### config.mk
export PLATFORM = sky130hd
export DESIGN_NAME = sram_rd_engine
export DESIGN_NICKNAME = d
export VERILOG_FILES = /design/src/rtl/occamy_buf_pkg.sv /design/src/rtl/sync_fifo.sv /design/src/rtl/sram_rd_engine.sv
export SDC_FILE = /design/constraint.sdc
export NUM_CORES = 1
export LEC_CHECK = 0
export BUFFER_PORTS_ARGS = -buffer_cell sky130_fd_sc_hd__buf_2
export CORE_AREA = 2 2 201 203
export DETAILED_ROUTE_END_ITERATION = 10
export DIE_AREA = 0 0 203 205
export PLACE_DENSITY = 0.76
export RECOVER_POWER = 100
export SLEW_MARGIN = 20
export SYNTH_ARGS = -nofsm -noshare
export SYNTH_HDL_FRONTEND = slang
export SYNTH_SLANG_ARGS = --single-unit
### constraint.sdc
create_clock -name i_clk -period 5.5 [get_ports i_clk]
set_clock_uncertainty 0.2 [all_clocks]
set_input_delay 0.275 -clock i_clk [delete_from_list [all_inputs] [get_ports i_clk]]
set_output_delay 0.275 -clock i_clk [all_outputs]
set_load 0.02 [all_outputs]
### src/rtl/occamy_buf_pkg.sv
// -----------------------------------------------------------------------------
// occamy_buf_pkg
// Shared constants and types for the 128b x 2k dual-port packet buffer and
// the engines that access it.
//   AW / DW      : SRAM word-address and data widths
//   SRAM_DEPTH   : number of words in the buffer
//   LW           : burst-length field width; a length of 0 encodes 2**LW words
//   rd_state_e   : read-engine FSM states
//   burst_words  : decodes the burst-length field into a word count
// -----------------------------------------------------------------------------
package occamy_buf_pkg;

  localparam int AW         = 11;
  localparam int DW         = 128;
  localparam int SRAM_DEPTH = 1 << AW;
  localparam int LW         = 6;

  typedef enum logic {
    ST_IDLE = 1'b0,
    ST_RUN  = 1'b1
  } rd_state_e;

  // Zero in the length field means the maximum burst, 2**LW words.
  function automatic logic [LW:0] burst_words(input logic [LW-1:0] len);
    return (len == '0) ? {1'b1, {LW{1'b0}}} : {1'b0, len};
  endfunction

endpackage

### src/rtl/sync_fifo.sv
// -----------------------------------------------------------------------------
// sync_fifo
// Single-clock show-ahead FIFO: the head entry is visible on o_dout whenever
// o_empty is low, and i_pop consumes it. Push on full and pop on empty are
// ignored. DEPTH must be a power of two and at least 2.
//   i_clk, i_rst      : clock, asynchronous active-high reset
//   i_push, i_din     : write strobe and data
//   i_pop             : consume the head entry
//   o_dout            : head entry (show-ahead)
//   o_full, o_empty   : occupancy flags
//   o_count           : number of stored entries (0..DEPTH)
// -----------------------------------------------------------------------------
module sync_fifo #(
  parameter int W     = 8,
  parameter int DEPTH = 4
) (
  input  logic                     i_clk,
  input  logic                     i_rst,
  input  logic                     i_push,
  input  logic [W-1:0]             i_din,
  input  logic                     i_pop,
  output logic [W-1:0]             o_dout,
  output logic                     o_full,
  output logic                     o_empty,
  output logic [$clog2(DEPTH):0]   o_count
);

  localparam int PW = $clog2(DEPTH);

  logic [W-1:0]  r_mem [DEPTH];
  logic [PW-1:0] r_wr_ptr;
  logic [PW-1:0] r_rd_ptr;
  logic [PW:0]   r_count;
  logic          w_do_push;
  logic          w_do_pop;

  assign w_do_push = i_push && !o_full;
  assign w_do_pop  = i_pop && !o_empty;

  // NOTE: the storage array has no reset; only pointers and count do, so the
  // array maps onto plain registers or RAM without reset fan-out.
  always_ff @(posedge i_clk) begin
    if (w_do_push) begin
      r_mem[r_wr_ptr] <= i_din;
    end
  end

  // NOTE: all state updates use non-blocking assignments so every flop samples
  // the pre-edge values regardless of statement order.
  always_ff @(posedge i_clk or posedge i_rst) begin
    if (i_rst) begin
      r_wr_ptr <= '0;
      r_rd_ptr <= '0;
      r_count  <= '0;
    end else begin
      if (w_do_push) r_wr_ptr <= r_wr_ptr + 1'b1;
      if (w_do_pop)  r_rd_ptr <= r_rd_ptr + 1'b1;
      case ({w_do_push, w_do_pop})
        2'b10:   r_count <= r_count + 1'b1;
        2'b01:   r_count <= r_count - 1'b1;
        default: r_count <= r_count;
      endcase
    end
  end

  assign o_dout  = r_mem[r_rd_ptr];
  assign o_empty = (r_count == '0);
  assign o_full  = (r_count == (PW+1)'(DEPTH));
  assign o_count = r_count;

endmodule

### src/rtl/sram_rd_engine.sv
// -----------------------------------------------------------------------------
// sram_rd_engine
// Read-side burst engine for port B of the packet buffer SRAM. A burst request
// (start address, word count) is turned into back-to-back port-B reads; the
// returning words are absorbed in a prefetch FIFO and delivered on a
// valid/ready stream with a last flag. Reads are only issued while
// inflight + fifo_count < FDEPTH, so back-pressure never loses data.
//   i_clk, i_rst                 : clock (also SRAM clkb), async active-high reset
//   i_req_valid/o_req_ready      : burst request handshake (ready = engine idle)
//   i_req_addr, i_req_len        : start word address, length (0 = 64 words)
//   o_sram_enb/web/addrb/dinb    : SRAM port-B controls (read-only use)
//   i_sram_doutb                 : SRAM read data, RD_LAT cycles after issue
//   o_out_valid/i_out_ready      : output word handshake
//   o_out_data, o_out_last       : output word and end-of-burst flag
//   o_busy                       : burst running, reads in flight or FIFO non-empty
// -----------------------------------------------------------------------------
module sram_rd_engine
  import occamy_buf_pkg::*;
#(
  parameter int RD_LAT = 1,
  parameter int FDEPTH = 4
) (
  input  logic          i_clk,
  input  logic          i_rst,
  input  logic          i_req_valid,
  output logic          o_req_ready,
  input  logic [AW-1:0] i_req_addr,
  input  logic [LW-1:0] i_req_len,
  output logic          o_sram_enb,
  output logic          o_sram_web,
  output logic [AW-1:0] o_sram_addrb,
  output logic [DW-1:0] o_sram_dinb,
  input  logic [DW-1:0] i_sram_doutb,
  output logic          o_out_valid,
  input  logic          i_out_ready,
  output logic [DW-1:0] o_out_data,
  output logic          o_out_last,
  output logic          o_busy
);

  localparam int CW = $clog2(FDEPTH);
  localparam logic [CW+1:0] L_CREDITS = (CW+2)'(FDEPTH);

  rd_state_e     r_state;
  logic          r_alive;
  logic [AW-1:0] r_cur_addr;
  logic [LW:0]   r_remain;
  logic [CW:0]   r_inflight;
  logic [RD_LAT-1:0] r_pipe_v;
  logic [RD_LAT-1:0] r_pipe_last;

  logic          w_credit_ok;
  logic          w_issue;
  logic          w_issue_last;
  logic          w_ret_valid;
  logic          w_ret_last;
  logic          w_pop;
  logic [DW:0]   w_fifo_dout;
  logic          w_fifo_full;
  logic          w_fifo_empty;
  logic [CW:0]   w_fifo_count;

  // Credits are computed from registered counts only, so a pop frees a credit
  // from the following cycle on.
  assign w_credit_ok  = ({1'b0, r_inflight} + {1'b0, w_fifo_count}) < L_CREDITS;
  assign w_issue      = (r_state == ST_RUN) && w_credit_ok;
  assign w_issue_last = w_issue && (r_remain == (LW+1)'(1));
  assign w_ret_valid  = r_pipe_v[RD_LAT-1];
  assign w_ret_last   = r_pipe_last[RD_LAT-1];
  assign w_pop        = o_out_valid && i_out_ready;

  // Burst FSM and address / remaining-word counters.
  always_ff @(posedge i_clk or posedge i_rst) begin
    if (i_rst) begin
      r_state    <= ST_IDLE;
      r_alive    <= 1'b0;
      r_cur_addr <= '0;
      r_remain   <= '0;
    end else begin
      // Holds req_ready low until the first edge after reset release.
      r_alive <= 1'b1;
      case (r_state)
        ST_IDLE: begin
          if (i_req_valid && o_req_ready) begin
            r_state    <= ST_RUN;
            r_cur_addr <= i_req_addr;
            r_remain   <= burst_words(i_req_len);
          end
        end
        ST_RUN: begin
          if (w_issue) begin
            r_cur_addr <= r_cur_addr + 1'b1;  // wraps modulo SRAM_DEPTH
            r_remain   <= r_remain - 1'b1;
            if (w_issue_last) r_state <= ST_IDLE;
          end
        end
        default: r_state <= ST_IDLE;
      endcase
    end
  end

  // Return pipe tracks each read (and its last flag) through the SRAM latency;
  // the in-flight counter mirrors its occupancy for credit accounting.
  always_ff @(posedge i_clk or posedge i_rst) begin
    if (i_rst) begin
      r_pipe_v    <= '0;
      r_pipe_last <= '0;
      r_inflight  <= '0;
    end else begin
      r_pipe_v[0]    <= w_issue;
      r_pipe_last[0] <= w_issue_last;
      for (int i = 1; i < RD_LAT; i++) begin
        r_pipe_v[i]    <= r_pipe_v[i-1];
        r_pipe_last[i] <= r_pipe_last[i-1];
      end
      case ({w_issue, w_ret_valid})
        2'b10:   r_inflight <= r_inflight + 1'b1;
        2'b01:   r_inflight <= r_inflight - 1'b1;
        default: r_inflight <= r_inflight;
      endcase
    end
  end

  sync_fifo #(
    .W     (DW + 1),
    .DEPTH (FDEPTH)
  ) u_fifo (
    .i_clk   (i_clk),
    .i_rst   (i_rst),
    .i_push  (w_ret_valid),
    .i_din   ({w_ret_last, i_sram_doutb}),
    .i_pop   (w_pop),
    .o_dout  (w_fifo_dout),
    .o_full  (w_fifo_full),
    .o_empty (w_fifo_empty),
    .o_count (w_fifo_count)
  );

  // The credit rule guarantees a returning word always finds a free slot.
  a_no_overflow: assert property (@(posedge i_clk) disable iff (i_rst)
                                  !(w_ret_valid && w_fifo_full));

  assign o_req_ready  = r_alive && (r_state == ST_IDLE);
  assign o_sram_enb   = w_issue;
  assign o_sram_web   = 1'b0;
  assign o_sram_addrb = r_cur_addr;
  assign o_sram_dinb  = '0;
  assign o_out_valid  = !w_fifo_empty;
  assign o_out_data   = w_fifo_dout[DW-1:0];
  // Storage is not reset, so the last flag is qualified with non-empty.
  assign o_out_last   = w_fifo_dout[DW] && !w_fifo_empty;
  assign o_busy       = (r_state == ST_RUN) || (r_inflight != '0) || !w_fifo_empty;

endmodule

-- After elaboration in Yosys (flattened, before gate mapping)
Memory sizes are Yosys's and may differ from the RTL's.
Index checks and enable logic that the tools add are counted.
- add/sub/neg operators: 9
- equality and inequality tests: 8
- bitwise operators: 1
- order comparisons: 1
- reduce and logical (&&, ||, !) cells: 18
- muxes and demuxes: 15
- operators by type and width (cell ; count):
    11-bit two-way mux ; 2
    11-bit case mux with 2 select lines ; 1
    7-bit two-way mux ; 3
    7-bit case mux with 2 select lines ; 1
    3-bit case mux with 2 select lines ; 2
    11-bit by 1-bit adder with 11-bit output (second input constant) ; 1
    1-bit logical AND ; 8
    7-bit by 1-bit equality test with 1-bit output (second input constant) ; 1
    7-bit by 1-bit subtractor with 7-bit output (second input constant) ; 1
    3-bit by 1-bit adder with 3-bit output (second input constant) ; 2
    6-bit zero test ; 1
    3-bit by 1-bit subtractor with 3-bit output (second input constant) ; 2
    1-bit two-way mux ; 5
    2-bit by 1-bit adder with 2-bit output (second input constant) ; 2
    3-bit by 3-bit adder with 4-bit output ; 1
    2-bit by 1-bit equality test with 1-bit output (second input constant) ; 2
    2-bit equality test (second input constant) ; 2
    4-bit by 3-bit < comparator with 1-bit output (second input constant) ; 1
    2-bit nonzero test ; 2
    3-bit equality test (second input constant) ; 1
    3-bit zero test ; 1
    3-bit nonzero test ; 1
    1-bit zero test ; 2
    1-bit logical OR ; 2
    other kinds (5) ; 5
- bits of input ports: 149
- output and inout bits: 273
- logic and storage cells: 63
- bits in writable memories: 516
- flip-flop bits (word level): 32
- memories: 1
- memories (name ; depth ; width ; read ports ; clocked after Yosys merged registers in ; write ports ; RTL line ; RTL):
    u_fifo.r_mem ; 4 ; 129 ; 1 ; 0 ; 1 ; sync_fifo.sv:30 ; logic [W-1:0] r_mem [DEPTH];

-- Longest topological paths before layout
Gate-level depths: netlist of the first run.
- word-level depth: 7
- depth in mapped cells: 9
- mapped depth without buffers: 9

-- Cells and area by module
Synthesis of the first run repeated with hierarchy kept, for this count alone.
- cells, all modules: 1007
- area total of the unflattened synthesis: 21531.9 µm²
- by module, submodules not included (module ; sequential area each (µm²) ; area an instance (µm²) ; times used ; cells each):
    sync_fifo ; 15670.0 ; 19032.0 ; 1 ; 712
    sram_rd_engine ; 625.6 ; 2499.9 ; 1 ; 295

-- Worst setup path after synthesis of the first run
No wires, ideal clock.
- kind: reg2reg
- from: reg u_fifo.r_count[1], in the netlist u_fifo.o_count[1]
- to: mem u_fifo.r_mem[0][0] (netlist name) (enable)
- data arrival time: 3853 ps
- setup time: 503 ps
- clock period less this slack: 4556 ps
- path slack: 944 ps
- cell stages (with the launch flop): 4
- buffers on the path: 0
- required time: 4797 ps
- cell sequence: dfrtp_1 inv_1 a31oi_1 and2_1
- cells in the longest elaborated chain, start to end: 5
- RTL lines (item ; RTL line ; RTL):
    start, declared ; sync_fifo.sv:33 ; logic [PW:0] r_count;
    start signal, assigned ; sync_fifo.sv:59 ; 2'b10: r_count <= r_count + 1'b1;
    start signal, assigned ; sync_fifo.sv:60 ; 2'b01: r_count <= r_count - 1'b1;
    start signal, assigned ; sync_fifo.sv:61 ; default: r_count <= r_count;
    3-bit equality test ; sync_fifo.sv:68 ; assign o_full = (r_count == (PW+1)'(DEPTH));
    1-bit zero test ; sync_fifo.sv:37 ; assign w_do_push = i_push && !o_full;
    1-bit logical AND ; sync_fifo.sv:37 ;
    1-bit two-way mux ; sync_fifo.sv:43 ; if (w_do_push) begin
    1-bit two-way mux (not written as such) ; sync_fifo.sv:44 ; r_mem[r_wr_ptr] <= i_din;
    end, declared ; sync_fifo.sv:30 ;
Every way passes these cells.

-- Worst setup path after layout of the first run
- from: reg u_fifo.r_rd_ptr[1]
- to: out o_out_data[99]
- cells in the longest elaborated chain, start to end: 1
- RTL lines (item ; RTL line ; RTL):
    start, declared ; sync_fifo.sv:32 ; logic [PW-1:0] r_rd_ptr;
    start signal, assigned ; sync_fifo.sv:57 ; if (w_do_pop) r_rd_ptr <= r_rd_ptr + 1'b1;
    memory read 4 x 129 bit ; n/a ;
    end, declared ; sram_rd_engine.sv:36 ; output logic [DW-1:0] o_out_data,
Every way passes these cells.

==> run metrics, run 1 <==
layout cells sized above 1=16.5%; Resized cells post-CTS=0; placed wire-length estimate=24,700 um; Worst Tran Pin Value=1.97 ns; PD cells=516 mW/mm2; Reg2Reg Setup Slack=1.33 ns; worst path required time=5.03 ns; NetSw=4.44 mW; slack of the critical path=1.28 ns; EDFF count, synth=around 520; Root Buffer=clkbuf_16; fin crit share=76.8%; Max Buffers Root-to-Sink=3; die footprint=0.0416 mm2; setup violators final=0; H-Tree Depth=2; Final Hold Viols=0; vias in the first global route=11,200; GRT overflow=0; Synth Area per Inst=around 21 um2; I/O pin count=approximately 420; cells after synthesis=1,006; Relative slew margins=-31.5%; Clk pwr share=26.8%; worst flop-to-flop path startpoint=u_fifo.o_count[1]$_DFFE_PP0P_; filler instances=between 2,000 and 3,000; sequential area share after synthesis=76.0%; crit path launch type=register; initial antenna violation count=3; Critical Setup Path Class=reg -> out; drt drc=0; PortBufs=between 200 and 300; Yosys top cell area share=72.2%; Switching Share=33.3%; Die Wd=between 200 and 250 um; synth top area cells=edfxtp_1 72%, mux4_2 14%, buf_4 4.9%; DRT Pass-1 Iters=5; start point of the critical path=u_fifo.r_rd_ptr[1]$_DFFE_PP0P_; peak supply drop=approximately 360 uV; Area growth syn-to-layout=20.5%; ys async rst share=5.84%; fin. max-slew vios=~340; clock period minus worst slack=between 4 and 5 ns; crit end category=output port; Hold Path Class=in -> reg; CP endpoint=o_out_data[99]; largest net degree at the start of global routing=90; Synth Flop Type=edfxtp_1; Gate power share=30.8%; Crit Reg-Reg Endpoint=u_fifo.r_mem[2][13]$_DFFE_PP_; Yosys Warn Count=0; CTS tree=done; post-CTS setup repair buffer count=0; fmax=237 MHz; Core Box Area=around 0.039 mm2; RSZ-0062 raised after global routing=false; gr usage total=20.2%; Max Cap Viol=6; CTS Hold Bufs=148; WL/cell=20.9 um; post-synthesis register bit count=548; pre-CTS WS=2.43 ns; Via density=5.29; Die Ht=205 um; status=complete, but fails checks; Reg clk slew, reported paths=0.06 ns; clock latency on the worst-skew pair=0.58 ns; leakage power=8.68 nW; Final #Nets=1,635; worst hold path startpoint=i_sram_doutb[64]; Post-DRT Antenna Nets=0; WP data arrival=approximately 3.8 ns; Worst R2R Path Depth=4; initial core utilization=a little over half; failing checks=max-capacitance violations, max-slew violations; DR vias=10,800; Netlist cell types=51; DRT Wirelength=42,600 um; detailed router's first-iteration violation count=651; Clock Sinks=around 550; post-synth top area cell=edfxtp_1; Num CTS Buffers=54; first-pass GRT wire length=approximately 63,000 um; Syn Std Cell Area=approximately 0.021 mm2; Cell Int Power=approximately 8.9 mW; Max FO, Critical Path=62; Seq pwr share=42.4%; row cnt=73; setup TNS=0 ns; placer congestion estimate=0.795
logic make-up after synthesis:
| kind of cell | count (synthesis) | synth area share, % |
|---|---|---|
| AOI/OAI and AO/OA | 52 | 1.66 |
| xor gates and xnor gates | 9 | 0.367 |
| adders and majority gates | 13 | 0.828 |
| buffers and inverters | 179 | 5.73 |
| DFF | 548 | 76.0 |
| muxes | 132 | 13.7 |
| other | 2 | 0.0350 |
| and+or+nand+nor | 71 | 1.73 |
layout by cell type (no fill, tap or decap), drive strengths merged, types with 3 or more instances in the layout:
cell,n
o22a,4
nand2,20
nor4,3
xnor2,5
o21ai,9
bufinv,5
clkinv,24
nand3,16
nor2,10
ha,11
buf,30
and2,6
edfxtp,516
diode,3
mux4,129
dfrtp,32
nor3,5
a21oi,17
clkbuf,335
and3,3
o22ai,4
a31oi,4
inv,16
conb,130
xor2,4
dlygate4sd3,148
cell usage after synthesis, drive strengths merged (5+ instances only):
cell type  number
a21oi          17
and2            6
buf           158
clkbuf          9
dfrtp          32
edfxtp        516
ha             11
inv            12
mux4          129
nand2          20
nand3          16
nor2           10
nor3            5
o21ai           9
xnor2           5
worst min-delay path by stage:
| stage | to | slack (ns) | cells past startpoint |
|---|---|---|---|
| finish | u_fifo.r_mem[3][64]$_DFFE_PP_ | 0.28 | 2 |
| global route | u_fifo.r_mem[0][58]$_DFFE_PP_ | 0.27 | 2 |
| CTS | o_sram_addrb[7]$_DFFE_PP0P_ | 0.10 | 4 |
| detailed placement | o_sram_addrb[7]$_DFFE_PP0P_ | 0.19 | 3 |
| global placement | o_sram_addrb[5]$_DFFE_PP0P_ | 0.19 | 3 |
| floorplan | u_fifo.r_mem[0][0]$_DFFE_PP_ | 0.17 | 0 |
power groups by stage:
stage               registers (mW)  clock network [mW]  logic, mW
finish                        5.66                3.57       4.11
global route                  5.73                3.81       4.40
CTS                           5.65                3.65       4.34
detailed placement            5.74                   0       4.24
global placement              5.70                   0       4.19
floorplan                     5.57                   0       3.22
state kept, by name, indices dropped and copies added (netlist names):
name and cells:
o_sram_addrb 11, r_alive 1, r_inflight 3, r_pipe_last 1
r_pipe_v 1, r_remain 7, r_state 1, u_fifo.o_count 3
u_fifo.r_mem 516, u_fifo.r_rd_ptr 2, u_fifo.r_wr_ptr 2
layout make-up:
type	instances	area [um2]	share of cell area, %
timing repair buffer	450	2730	10.6
clock buffer	63	1410	5.44
clock inverter	35	328	1.27
inverter	12	45.0	0.174
antenna	3	7.51	0.0290
sequential	548	16300	63.0
multi-input combinational	407	4380	16.9
tap	525	657	2.54
worst max-delay path, cell delays in order (launching register included):
cell      delay (ns)
dfrtp_2         1.46
clkbuf_2        0.96
mux4_2          0.37
clkbuf_1        0.33
layer usage:
metal	track usage (%)	up-vias	routed length [um]
met1	25.5	5551	16200
li1	-	4755	-
met4	6.36	0	1010
met2	35.1	440	22500
met5	0	-	0
met3	4.66	69	2890
stage by stage:
step / utilization [%] / area (um2) / hold WS [ns] / power (mW) / std cells
global placement: 58.5 / 23000 / 0.188 / 9.89 / 1794
CTS: 66.7 / 26200 / 0.103 / 13.6 / 2040
floorplan: - / 21900 / 0.174 / 8.79 / 1134
detailed placement: 58.5 / 23000 / 0.194 / 9.98 / 1794
finish: 65.7 / 25900 / 0.285 / 13.3 / 2043
global route: 65.7 / 25900 / 0.273 / 13.9 / 2043
No activity file was read; power rests on OpenSTA's default activity.
==> inputs of run 2 (changes only) <==
--- a/config.mk
+++ b/config.mk
@@ -6,10 +6,10 @@
 export NUM_CORES = 1
 export LEC_CHECK = 0
 export BUFFER_PORTS_ARGS = -buffer_cell sky130_fd_sc_hd__buf_2
-export CORE_AREA = 2 2 201 203
+export CORE_AREA = 2 2 211 213
 export DETAILED_ROUTE_END_ITERATION = 10
-export DIE_AREA = 0 0 203 205
-export PLACE_DENSITY = 0.76
+export DIE_AREA = 0 0 213 215
+export PLACE_DENSITY = 0.72
 export RECOVER_POWER = 100
 export SLEW_MARGIN = 20
 export SYNTH_ARGS = -nofsm -noshare
==> constraint.sdc (replaced) <==
create_clock -name i_clk -period 3.8 [get_ports i_clk]
set_clock_uncertainty 0.2 [all_clocks]
set_input_delay 0.19 -clock i_clk [delete_from_list [all_inputs] [get_ports i_clk]]
set_output_delay 0.19 -clock i_clk [all_outputs]
set_load 0.02 [all_outputs]
==> run 2 against run 1 <==
  * The run still ends with max-capacitance violations, max-slew violations left
  * Final cell count increased by 4.0%
  * Clock power grew 37%
  * Clock-buffer cell count increased by 9
  * First-iteration DRC count grew 1.5%
  * Sequential share of layout area is 0.31 points lower
  * Core utilization decreased by 6.1 points
  * Critical path type unchanged
  * Critical endpoint is now o_out_data[107]
  * Combinational power rose by 50%
  * Setup slack lost 0.71 ns
  * Non-clock buffer count increased by 16
  * Sequential power is 42% higher
==> run metrics, run 2 (synthesized netlist as in run 1, its figures left out) <==
CP Cell Sequence=buf_4 -> mux4_2 -> clkbuf_1 (was clkbuf_2 -> mux4_2 -> clkbuf_1); Critical Setup Path Class=reg -> out (unchanged); Area growth syn-to-layout=21.1% (was 20.5%); Die Wd=213 um (was 203 um); Slowest-stage cell, CP=dfrtp_2 (unchanged); DR vias=10,700 (was 10,800); total power=19.1 mW (was 13.3 mW); post-route design area=0.0260 mm2 (was 0.0259 mm2); placed wire-length estimate=25,500 um (was 24,700 um); DRT Pass-1 Iters=5 (unchanged); filler instances=3,257 (was 2,711); gr usage total=18.7% (was 20.2%); PortBufs=292 (unchanged); detailed router's first-iteration violation count=661 (was 651); Final #Nets=1,650 (was 1,635); worst flop-to-flop path startpoint=u_fifo.o_count[1]$_DFFE_PP0P_ (unchanged); placer congestion estimate=0.803 (was 0.795); layout cells sized above 1=17.5% (was 16.5%); fin crit share=roughly 85%; setup TNS=0 ns (unchanged); Hold Path Class=in -> reg (unchanged); Num CTS Buffers=53 (was 54); GRT overflow=0 (unchanged); Root Buffer=clkbuf_16 (unchanged); vias in the first global route=11,500 (was 11,200); Switching Share=33.5% (was 33.3%); Clk pwr share=25.6% (was 26.8%); leakage power=8.74 nW (was 8.68 nW); Resized cells post-CTS=0 (unchanged); Max Buffers Root-to-Sink=3 (unchanged); Reg2Reg Setup Slack=0.64 ns (was 1.33 ns); H-Tree Depth=2 (unchanged); Via density=5.03 (was 5.29); CP endpoint=o_out_data[107] (was o_out_data[99]); Seq pwr share=42.1% (was 42.4%); failing checks=max-capacitance violations, max-slew violations (unchanged); clock latency on the worst-skew pair=0.58 ns (about the same); Clock Sinks=548 (unchanged); WP data arrival=2.84 ns (was 3.75 ns); initial core utilization=49.1% (was 54.5%); worst hold margin=0.192 ns (was 0.285 ns); crit path launch type=register (unchanged); status=complete, but fails checks (unchanged); worst path required time=3.41 ns (was 5.03 ns); Cell Int Power=12.7 mW (was 8.90 mW); setup violators final=0 (unchanged); start point of the critical path=u_fifo.r_rd_ptr[0]$_DFFE_PP0P_ (was u_fifo.r_rd_ptr[1]$_DFFE_PP0P_); die footprint=0.0458 mm2 (was 0.0416 mm2); CTS tree=done (unchanged); Reg clk slew, reported paths=0.06 ns (about the same); WL/cell=20.1 um (was 20.9 um); Crit Reg-Reg Endpoint=u_fifo.r_mem[2][103]$_DFFE_PP_ (was u_fifo.r_mem[2][13]$_DFFE_PP_); commonest non-fill, non-tap cell in the layout=edfxtp_1 (unchanged); Relative slew margins=-20.3% (was -31.5%); crit end category=output port (unchanged); RSZ-0062 raised after global routing=false (unchanged); max FFs per register=516 (unchanged); Worst Tran Pin Value=1.81 ns (was 1.97 ns); NetSw=6.38 mW (was 4.44 mW); Max FO, Critical Path=29 (was 62); DP Cell Count=1,876 (was 1,794); Layout Cells excl Fill=2,125 (was 2,043); I/O pin count=422 (unchanged); initial antenna violation count=2 (was 3); fin. max-slew vios=33 (was 336); Final Hold Viols=0 (unchanged); CP max stage delay=1.07 ns (was 1.46 ns); placed inst area=0.0233 mm2 (was 0.0230 mm2); Die Ht=215 um (was 205 um); largest net degree at the start of global routing=88 (was 90); fmax=around 310 MHz; Core Box Area=0.0436 mm2 (was 0.0394 mm2); row cnt=77 (was 73); drt drc=0 (unchanged); PD cells=734 mW/mm2 (was 516 mW/mm2); Post-DRT Antenna Nets=0 (unchanged); Max Cap Viol=1 (was 6); largest reg by FF count=u_fifo.r_mem (unchanged); most frequent cells in the layout=516 x edfxtp_1, 273 x clkbuf_1, 149 x dlygate4sd3_1, 130 x conb_1, 129 x mux4_2 (was 516 x edfxtp_1, 277 x clkbuf_1, 148 x dlygate4sd3_1, 130 x conb_1, 129 x mux4_2); first-pass GRT wire length=64,700 um (was 63,300 um); peak supply drop=496 uV (was 358 uV); clock period minus worst slack=between 3 and 4 ns; DRT Wirelength=42,700 um (was 42,600 um); Worst R2R Path Depth=4 (unchanged); Gate power share=32.3% (was 30.8%)
## run 2: changes by cell type in the layout (fill, tap and decap cells not counted), sizes merged
| cell | change |
|---|---|
| buf | +26 |
| bufinv | -3 |
| clkbuf | -2 |
| clkinv | -3 |
| clkinvlp | -1 |
| diode | -1 |
| dlygate4sd3 | +1 |
| inv | -2 |
## run 2: layout make-up
type / count / area, um2 / share of cell area (%)
Timing Repair Buffer: 466 / 2890 / 11.1
Clock inverter: 26 / 203 / 0.780
Antenna cell: 2 / 5.00 / 0.0193
Inverter: 12 / 45.0 / 0.173
Multi-Input combinational cell: 407 / 4380 / 16.8
Clock buffer: 72 / 1420 / 5.46
Sequential cell: 548 / 16300 / 62.7
Tap cell: 592 / 741 / 2.85
## run 2: worst min-delay path by stage
stage               cells after the start                             end        startpoint  slack [ns]
global placement                        3  u_fifo.r_rd_ptr[1]$_DFFE_PP0P_             i_rst        0.13
finish                                  2   u_fifo.r_mem[0][82]$_DFFE_PP_  i_sram_doutb[82]        0.19
detailed placement                      3  u_fifo.r_rd_ptr[1]$_DFFE_PP0P_             i_rst        0.11
CTS                                     4  u_fifo.r_wr_ptr[1]$_DFFE_PP0P_             i_rst        0.06
global route                            2   u_fifo.r_mem[1][50]$_DFFE_PP_  i_sram_doutb[50]        0.18
floorplan                               0    u_fifo.r_mem[0][0]$_DFFE_PP_   i_sram_doutb[0]        0.09
## run 2: worst max-delay path: cells and delay by family (launching register included)
kind	cells	cell delay, ns
mux	1	0.54
buf+inv	2	0.62
flops	1	1.07
## run 2: what timing repair did
action | in CTS | in global routing
endpoints found under the setup margin | 0 | 0
hold buffers | 149 | 0
endpoints found under the hold margin | 566 | 0
setup buffers | 0 | 0
## run 2: routing by layer
layer | part of all wire (%) | routed length, um | global-route usage (%) | up-vias
li1 | - | - | - | 4786
met1 | 39 | 16800 | 23.2 | 5502
met2 | 52 | 22200 | 32.2 | 335
met3 | 6.3 | 2700 | 4.85 | 73
met4 | 2.5 | 1060 | 5.66 | 0
met5 | 0 | 0 | 0 | -
## run 2: power groups by stage
stage                     Clock [mW]  Sequential (mW)  Combinational [mW]
after floorplan                    0             8.01                4.66
after global placement             0             8.10                6.37
after detailed placement           0             8.15                6.42
after CTS                       5.02             8.03                6.57
after global routing            5.27             8.12                6.63
final                           4.89             8.03                6.16
## run 2: metrics by stage
| step | utilization [%] | setup slack (ns) |
|---|---|---|
| floorplan | - | 0.656 |
| global placement | 53.4 | 1.14 |
| detailed placement | 53.4 | 1.06 |
| CTS | 60.5 | 0.724 |
| global route | 59.5 | 0.337 |
| finish | 59.5 | 0.570 |
